[config.mk]
export PLATFORM = sky130hd
export DESIGN_NAME = phys_reg_free_list
export DESIGN_NICKNAME = d
export VERILOG_FILES = /design/src/rtl/phys_reg_free_list_pkg.sv /design/src/rtl/phys_tag_ring.sv /design/src/rtl/phys_reg_free_list.sv
export SDC_FILE = /design/constraint.sdc
export NUM_CORES = 1
export LEC_CHECK = 0
export CORE_ASPECT_RATIO = 1.4
export CORE_UTILIZATION = 25
export DETAILED_ROUTE_END_ITERATION = 8
export PLACE_DENSITY_LB_ADDON = 0.1
export SYNTH_ARGS = -nofsm -noshare
export SYNTH_HDL_FRONTEND = slang
export SYNTH_SLANG_ARGS = --single-unit
[constraint.sdc]
create_clock -name CLK -period 5.3 [get_ports CLK]
set_clock_uncertainty 0.2 [all_clocks]
set_input_delay 1.59 -clock CLK [delete_from_list [all_inputs] [get_ports CLK]]
set_output_delay 1.59 -clock CLK [all_outputs]
set_load 0.05 [all_outputs]
[src/rtl/phys_reg_free_list_pkg.sv]
// rtl/phys_reg_free_list_pkg.sv - shared constants and types for the physical register free list
//
// Purpose: constants and types shared by the free list, the rename stage and the register file.
//   ALLOC_WIDTH : number of tag slots offered per cycle (width of the Free_regs bus in slots).
//   log_phys()  : tag width for a given physical register count.
//   phys_tag_t  : physical register tag for the default register-file size.
package phys_reg_free_list_pkg;

    localparam int ALLOC_WIDTH       = 3;
    localparam int DEFAULT_PHYS_REGS = 64;

    function automatic int log_phys(input int num_regs);
        return $clog2(num_regs);
    endfunction

    localparam int LOG_PHYS = log_phys(DEFAULT_PHYS_REGS);

    typedef logic [LOG_PHYS-1:0] phys_tag_t;

endpackage

[src/rtl/phys_tag_ring.sv]
// rtl/phys_tag_ring.sv - circular tag storage, one write port, three consecutive read ports
//
// Purpose: holds the free-list entries. The reset image lists the initially unmapped
// tags ARCH..DEPTH-1 at entries 0..DEPTH-ARCH-1; the remaining entries reset to 0.
// Ports:
//   CLK, RESET      clock, asynchronous active-low reset
//   wr_en/wr_addr/wr_data   write port (registered)
//   rd_addr         base read index; rd_data slot k = entry[rd_addr + k] (combinational)
module phys_tag_ring
    import phys_reg_free_list_pkg::*;
#(
    parameter int DEPTH = 64,
    parameter int ARCH  = 32,
    parameter int L     = log_phys(DEPTH)
) (
    input  logic                     CLK,
    input  logic                     RESET,
    input  logic                     wr_en,
    input  logic [L-1:0]             wr_addr,
    input  logic [L-1:0]             wr_data,
    input  logic [L-1:0]             rd_addr,
    output logic [ALLOC_WIDTH*L-1:0] rd_data
);

    logic [L-1:0] mem [DEPTH];

    always_ff @(posedge CLK or negedge RESET) begin
        if (!RESET) begin
            for (int i = 0; i < DEPTH; i++) begin
                mem[i] <= (i < DEPTH - ARCH) ? L'(ARCH + i) : '0;
            end
        end else if (wr_en) begin
            mem[wr_addr] <= wr_data;
        end
    end

    // Index arithmetic is L bits wide, so reads past the last entry wrap to the start.
    always_comb begin
        rd_data = '0;
        for (int k = 0; k < ALLOC_WIDTH; k++) begin
            rd_data[k*L +: L] = mem[rd_addr + L'(k)];
        end
    end

endmodule

[src/rtl/phys_reg_free_list.sv]
// rtl/phys_reg_free_list.sv - physical register free list with commit reclaim and flush rollback
//
// Purpose: offers up to three free tags per cycle to rename, takes tags back at commit,
// and rewinds speculative allocations on a flush.
// Ports:
//   CLK, RESET           clock, asynchronous active-low reset
//   Alloc_IN             prefix mask of slots consumed this cycle
//   Free_regs_OUT        three candidate tags (slot k at [k*L +: L])
//   Free_regs_sel_OUT    slot k valid when count > k
//   FreeReg_IN/SetFree_IN tag returned at commit and its push strobe
//   Retire_IN            allocations that became non-speculative this cycle
//   Recover_IN           flush: head rewinds to the retire pointer
//   Count_OUT            free entries (tail - head)
//   Error_OUT            sticky protocol-error flag
module phys_reg_free_list
    import phys_reg_free_list_pkg::*;
#(
    parameter int NUM_PHYS_REGS = 64,
    parameter int NUM_ARCH_REGS = 32,
    localparam int L = log_phys(NUM_PHYS_REGS)
) (
    input  logic                     CLK,
    input  logic                     RESET,
    input  logic [ALLOC_WIDTH-1:0]   Alloc_IN,
    output logic [ALLOC_WIDTH*L-1:0] Free_regs_OUT,
    output logic [ALLOC_WIDTH-1:0]   Free_regs_sel_OUT,
    input  logic [L-1:0]             FreeReg_IN,
    input  logic                     SetFree_IN,
    input  logic [1:0]               Retire_IN,
    input  logic                     Recover_IN,
    output logic [L:0]               Count_OUT,
    output logic                     Error_OUT
);

    // Pointers carry a wrap bit above the index so full and empty differ.
    typedef logic [L:0] ptr_t;

    ptr_t head;
    ptr_t retire_head;
    ptr_t tail;
    logic error_flag;

    ptr_t count;
    ptr_t n_alloc;
    ptr_t spec_cnt;
    ptr_t retire_amt;
    ptr_t retire_next;
    ptr_t head_next;
    logic prefix_ok;
    logic do_alloc;
    logic alloc_err;
    logic full;
    logic free_err;
    logic retire_err;

    always_comb begin
        count = tail - head;

        prefix_ok = 1'b0;
        case (Alloc_IN)
            3'b000, 3'b001, 3'b011, 3'b111: prefix_ok = 1'b1;
            default:                        prefix_ok = 1'b0;
        endcase

        n_alloc = ptr_t'(Alloc_IN[0]) + ptr_t'(Alloc_IN[1]) + ptr_t'(Alloc_IN[2]);

        // A flush swallows the same-cycle allocation without flagging it.
        do_alloc  = !Recover_IN && prefix_ok && (n_alloc <= count);
        alloc_err = !Recover_IN && (!prefix_ok || (n_alloc > count));

        full     = (count == ptr_t'(NUM_PHYS_REGS));
        free_err = SetFree_IN && full;

        // Retiring more than is outstanding clamps the retire pointer to head.
        spec_cnt    = head - retire_head;
        retire_amt  = ptr_t'(Retire_IN);
        retire_err  = (retire_amt > spec_cnt);
        retire_next = retire_err ? head : (retire_head + retire_amt);

        head_next = head;
        if (Recover_IN) begin
            head_next = retire_next;
        end else if (do_alloc) begin
            head_next = head + n_alloc;
        end
    end

    always_ff @(posedge CLK or negedge RESET) begin
        if (!RESET) begin
            head        <= '0;
            retire_head <= '0;
            tail        <= ptr_t'(NUM_PHYS_REGS - NUM_ARCH_REGS);
            error_flag  <= 1'b0;
        end else begin
            head        <= head_next;
            retire_head <= retire_next;
            if (SetFree_IN && !full) begin
                tail <= tail + ptr_t'(1);
            end
            if (alloc_err || free_err || retire_err) begin
                error_flag <= 1'b1;
            end
        end
    end

    phys_tag_ring #(
        .DEPTH (NUM_PHYS_REGS),
        .ARCH  (NUM_ARCH_REGS),
        .L     (L)
    ) u_ring (
        .CLK     (CLK),
        .RESET   (RESET),
        .wr_en   (SetFree_IN && !full),
        .wr_addr (tail[L-1:0]),
        .wr_data (FreeReg_IN),
        .rd_addr (head[L-1:0]),
        .rd_data (Free_regs_OUT)
    );

    always_comb begin
        Free_regs_sel_OUT = '0;
        for (int k = 0; k < ALLOC_WIDTH; k++) begin
            Free_regs_sel_OUT[k] = (count > ptr_t'(k));
        end
    end

    assign Count_OUT = count;
    assign Error_OUT = error_flag;

endmodule

==> impl_metrics.yaml, run 1 <==
synth:
  ys.flop_type: "dfrtp_1"
  synth_cells: 1722
  synth_edf_count: 0
  synth_xor_area_frac: 0.00830
  syn_area_um2: 26400
  yosysSeqAreaShare: 0.390
  yosysWarnings: 0
  synth.avg_cell_area_um2: 15.3
  synth_compound_area_frac: 0.0248
  async_flop_share: 1.00
  synth_top_area_cell: "mux4_2"
  synthesis.nets: 1765
  synthMuxAreaShare: 0.474
  yosys.area_share.simple: 0.0582
  synth_top_family_by_area: "multiplexers"
  yosysTopAreaCellShare: 0.301
  synth_fa_ha_area_frac: 0.0147
  ys_ff_latch: 406
  synth_cell_types: 74
  synth_area_leaders: "mux4_2 (30%), dfrtp_1 (28%), mux2_2 (15%)"
global_routing:
  grt_max_degree: 101
  grt_usage: 0.196
  grt_pass1_vias: 18400
  overflow: 0
  grt_pass1_wl_um: 149000
  antenna_found_initial: 3
clock_network:
  ctsHoldBuffers: 0
  clk_pin_slew_ns: 0.06
  root_buffer: "clkbuf_16"
  clk_path_buf_depth: 3
  clk_latency_ns: 0.63
  cts_tree: "yes"
  htree_levels: 2
  cts-buffers-inserted: 51
  cts_sinks: 406
finish:
  drive_gt1_frac: 0.649
  final_common_cell: "mux2_2"
  nNetsFinal: 1872
  fin_area_um2: 32300
  area.growth.synth_to_final_pct: 22.3
  final_util: 0.309
  mostFrequentLayoutCells: "mux2_2 (360), mux4_2 (353), dfrtp_1 (290), dfstp_2 (113), buf_4 (103)"
power_and_ir_drop:
  clockPowerShare: 0.160
  seqPwrFrac: 0.211
  internal_power_uw: 14200
  ir_drop_uv: 906
  switching_power_uw: 10600
  p_comb_frac: 0.629
  p_leak_uw: 0.0131
  swShare: 0.428
  p_per_area_nw_per_um2: 770
timing:
  hold_ws_ns: 0.301
  setup_violations: 9
  setup_slack_ns: -0.200
  fmax_mhz: 182
  period_minus_slack_ns: 5.50
  drv_slew: 0
  hold_viol: 0
  slew_headroom: 0.347
  worst_pin_slew_ns: 0.977
  fin_crit_sh: 1.04
  rsz0062_at_grt: "yes"
outcome:
  status: "complete, but fails checks"
  violations: "negative setup slack"
placement:
  place_area_um2: 28900
  dpl_worst_slack_ns: 0.348
  gp_congestion: 0.796
  io_buffers: 43
  dp_hpwl_um: 69000
worst_setup_path:
  arrival_ns: 3.71
  start_kind: "flop"
  reg2reg_slack_ns: 0.66
  cpPeakStageDelay_ns: 0.56
  worstPathRequired_ns: 3.51
  cp-end-kind: "output pin"
  worst_path_most_repeated_cell: "mux4_2"
  path_cells: "ha_4 > buf_12 > buf_16 > mux4_2 > mux4_2 > mux4_2 > buf_8"
  critical-path-slowest-cell: "mux4_2"
  crit_family: "multiplexers"
  critPathKind: "reg2out"
  cp_max_fo: 19
  worst-path-buf-inv: 3
worst_hold_path:
  min_path_type: "reg2reg"
flow_run:
  maxCapViolCount: 0
routing:
  drt-total-wl_um: 105000
  drtIter0Drc: 1355
  vias: 17700
  post-route-drc-count: 0
  post_drt_wl_per_cell_um: 32.7
  antenna_left: 0
  viasPerCell: 5.49
  dr.pass1.iters: 5
die:
  start_util: 0.253
  core_um2: 104000
  die_y_um: 386
  ios: 44
  row_count: 140
  die-area_um2: 107000
  die_x_um: 277
==> synthesized netlist by cell type, drive strengths merged (12+ instances only) <==
cell type	count
a211oi	12
inv	27
mux4	353
clkbuf	88
dfrtp	293
nand2	76
buf	65
xnor2	17
nand3	36
ha	23
nor2	34
dfstp	113
a21oi	23
mux2i	14
nor3	40
mux2	387
==> metal layers <==
metal / part of all wire / vias up / global-route usage / wire length, um
met3: 0.044 / 135 / 0.0252 / 4660
met1: 0.42 / 9853 / 0.256 / 44600
met4: 0.031 / 2 / 0.0539 / 3310
met2: 0.50 / 591 / 0.340 / 52700
li1: - / 7114 / - / -
met5: 0.00010 / - / 0 / 11
==> flip-flops by register name, indices dropped and copies added, names as in the netlist <==
register,count
u_ring.mem,384
retire_head,7
head,7
tail,7
Error_OUT,1
==> power groups by stage <==
stage	Sequential, uW	Clock [uW]	Combinational (uW)
3_5_place_dp	5260	0	13600
5_1_grt	5370	4200	16300
3_3_place_gp	5250	0	13500
6_report	5230	3980	15600
2_1_floorplan	4780	0	8860
4_1_cts	5210	4100	15000
==> logic make-up (layout without fill, tap and decap cells) <==
family          count (synthesis)  in the layout
other cells                     0              1
xor+xnor                       25             25
flops                         406            406
buf+inv                       181            331
compound gates                 86             86
fa+ha+maj                      28             28
mux                           754            754
simple gates                  242            242
==> cell type report <==
class	count	area, um2
inverter	28	105
antenna	1	2.50
timing repair buffer	207	2750
fill	10300	72100
clock inverter	29	425
clock buffer	67	1460
sequential	406	10300
tap	1349	1690
multi-input combinational	1135	15500
==> what timing repair did <==
action / in CTS / in global routing
resized for setup: 59 / 48
setup endpoints to repair: 22 / 19
buffers inserted: 20 / 25
gates cloned: 13 / 7
pin swaps: 3 / 7
==> path summary, 6_finish.rpt <==
path	startpoint	end	cells after the start
min	Error_OUT$_DFFE_PN0P_	Error_OUT$_DFFE_PN0P_	2
min reg2reg	Error_OUT$_DFFE_PN0P_	Error_OUT$_DFFE_PN0P_	2
min in group asynchronous	RESET	u_ring.mem[259]$_DFFE_PN0P_	1
max reg2reg	head[1]$_DFFE_PN0P_	u_ring.mem[173]$_DFFE_PN0P_	12
max	head[0]$_DFFE_PN0P_	Free_regs_OUT[8]	7
max in group asynchronous	RESET	u_ring.mem[221]$_DFFE_PN1P_	3
==> through the flow <==
step / TNS [ns] / cells / total power [uW]
4_1_cts: -2.41 / 3190 / 24300
5_1_grt: -2.11 / 3221 / 25900
3_5_place_dp: 0 / 3062 / 18800
3_3_place_gp: 0 / 3062 / 18800
6_report: -1.30 / 3222 / 24800
2_1_floorplan: -0.0432 / 1722 / 13600
==> worst register-to-register path, cell delays in order, from the launching register on <==
cell and delay, ns:
dfrtp_4 0.45, buf_4 0.14, buf_16 0.25, inv_2 0.14, fa_2 0.45, a211oi_2 0.24, nor2_1 0.13, a31o_4 0.28
nor2_8 0.22, inv_2 0.11, a31oi_2 0.56, nand3_1 0.82, mux2_2 0.55
Note: power is estimated with default switching activity, not from simulation.
==> run 2: changes to the inputs <==
- TNS_END_PERCENT: not set -> 30
==> impl_metrics.yaml, run 2 (synthesis gave the netlist of run 1 again) <==
clock_network:
  cts_sinks: 406
  clk_path_buf_depth: 3
  cts-buffers-inserted: 51
  htree_levels: 2
  root_buffer: "clkbuf_16"
  clk_pin_slew_ns: 0.06
  cts_tree: "yes"
  clk_latency_ns: 0.63
timing:
  drv_slew: 0
  setup_violations: 14
  period_minus_slack_ns: 5.52
  rsz0062_at_grt: "yes"
  worst_pin_slew_ns: 0.992
  fmax_mhz: 181
  slew_headroom: 0.338
  fin_crit_sh: 1.04
  hold_viol: 0
  setup_slack_ns: -0.223
routing:
  drt-total-wl_um: 102000
  vias: 17200
  viasPerCell: 5.42
  post_drt_wl_per_cell_um: 32.0
  dr.pass1.iters: 5
  drtIter0Drc: 1254
  post-route-drc-count: 0
  antenna_left: 0
placement:
  dp_hpwl_um: 69000
  placed_cells: 3062
  io_buffers: 43
  gp_congestion: 0.796
  place_area_um2: 28900
global_routing:
  grt_max_degree: 101
  overflow: 0
  grt_pass1_vias: 18100
  grt_usage: 0.191
  antenna_found_initial: 3
  grt_pass1_wl_um: 145000
finish:
  fin_area_um2: 31400
  top_register: "u_ring.mem"
  mostFrequentLayoutCells: "mux2_2 (360), mux4_2 (353), dfrtp_1 (290), dfstp_2 (113), buf_4 (94)"
  final_cells: 3177
  nNetsFinal: 1828
  area.growth.synth_to_final_pct: 19.0
  largest_register_ffs: 384
  final_common_cell: "mux2_2"
  drive_gt1_frac: 0.638
  diodes: 0
worst_setup_path:
  critPathKind: "reg2out"
  cp-end-kind: "output pin"
  cp_max_fo: 6
  worstPathRequired_ns: 3.51
  start_kind: "flop"
  arrival_ns: 3.73
flow_run:
  maxCapViolCount: 0
die:
  die-area_um2: 107000
  row_count: 140
  die_y_um: 386
  ios: 44
  die_x_um: 277
  start_util: 0.253
  core_um2: 104000
outcome:
  status: "complete, but fails checks"
  violations: "negative setup slack"
power_and_ir_drop:
  p_comb_frac: 0.609
  swShare: 0.432
  ir_drop_uv: 863
  p_leak_uw: 0.0126
  power.total_uw: 23500
  internal_power_uw: 13400
  p_per_area_nw_per_um2: 750
  seqPwrFrac: 0.222
  clockPowerShare: 0.169
  switching_power_uw: 10200
worst_hold_path:
  min_path_type: "reg2reg"
[run 2: cell types whose count changed in the layout (fill, tap and decap cells not counted), moves of 3 or more]
cell,delta
buf_16,-14
clkbuf_16,-4
buf_8,-6
a21oi_4,-3
buf_4,-9
buf_12,-3
buf_6,-6
[run 2: what timing repair did]
action	in CTS	in global routing
buffers inserted	8	5
endpoints found under the setup margin	22	22
pin swaps	6	4
cloned	3	3
hold buffers	0	0
gates resized for setup	46	9
[run 2: critical path, stage by stage, from the launching register on]
cell	delay [ns]
dfrtp_4	0.52
ha_4	0.36
buf_12	0.19
buf_4	0.17
mux4_2	0.50
mux4_2	0.61
mux4_2	0.56
buf_8	0.18
[run 2: layer usage]
metal / part of all wire / global-route usage / vias to the layer above
li1: - / - / 7005
met1: 0.43 / 0.249 / 9614
met2: 0.51 / 0.332 / 494
met3: 0.041 / 0.0235 / 120
met4: 0.028 / 0.0548 / 0
met5: 0 / 0 / -
[run 2: path summary, 6_finish.rpt]
| kind | cells after the start | slack, ns | endpoint | startpoint |
|---|---|---|---|---|
| worst max-delay path | 7 | -0.22 | Free_regs_OUT[11] | head[1]$_DFFE_PN0P_ |
| worst max register to register | 12 | 0.70 | u_ring.mem[173]$_DFFE_PN0P_ | head[1]$_DFFE_PN0P_ |
| worst min register to register | 2 | 0.30 | Error_OUT$_DFFE_PN0P_ | Error_OUT$_DFFE_PN0P_ |
| min in group asynchronous | 1 | 0.69 | u_ring.mem[259]$_DFFE_PN0P_ | RESET |
| worst min-delay path | 2 | 0.30 | Error_OUT$_DFFE_PN0P_ | Error_OUT$_DFFE_PN0P_ |
| max in group asynchronous | 3 | 3.05 | u_ring.mem[221]$_DFFE_PN1P_ | RESET |
[run 2: final cells by class]
type	count	area, um2
Fill cell	10400	73000
Sequential cell	406	10300
Timing Repair Buffer	163	1910
Multi-Input combinational cell	1135	15500
Tap cell	1349	1690
Clock buffer	67	1460
Inverter	28	105
Clock inverter	29	425
[run 2: metrics by stage]
step | hold slack, ns | util | TNS (ns) | worst slack [ns]
after floorplan | 0.261 | - | -0.0432 | -0.0144
after global placement | 0.283 | 0.277 | 0 | 0.345
after detailed placement | 0.282 | 0.277 | 0 | 0.348
after CTS | 0.300 | 0.299 | -3.00 | -0.258
after global routing | 0.326 | 0.301 | -3.34 | -0.290
final | 0.300 | 0.301 | -1.71 | -0.223
[run 2: power by group through the flow]
| stage | Clock, uW | Sequential, uW | Combinational, uW |
|---|---|---|---|
| floorplan | 0 | 4780 | 8860 |
| global placement | 0 | 5250 | 13500 |
| detailed placement | 0 | 5260 | 13600 |
| CTS | 4100 | 5220 | 14300 |
| global route | 4200 | 5370 | 15100 |
| finish | 3980 | 5230 | 14300 |
==> run 3: changes to the inputs <==
- CTS_CLUSTER_DIAMETER: not set -> 120
==> results of run 3 <==
Final layout, timing and power as in run 2 (identical DEF).
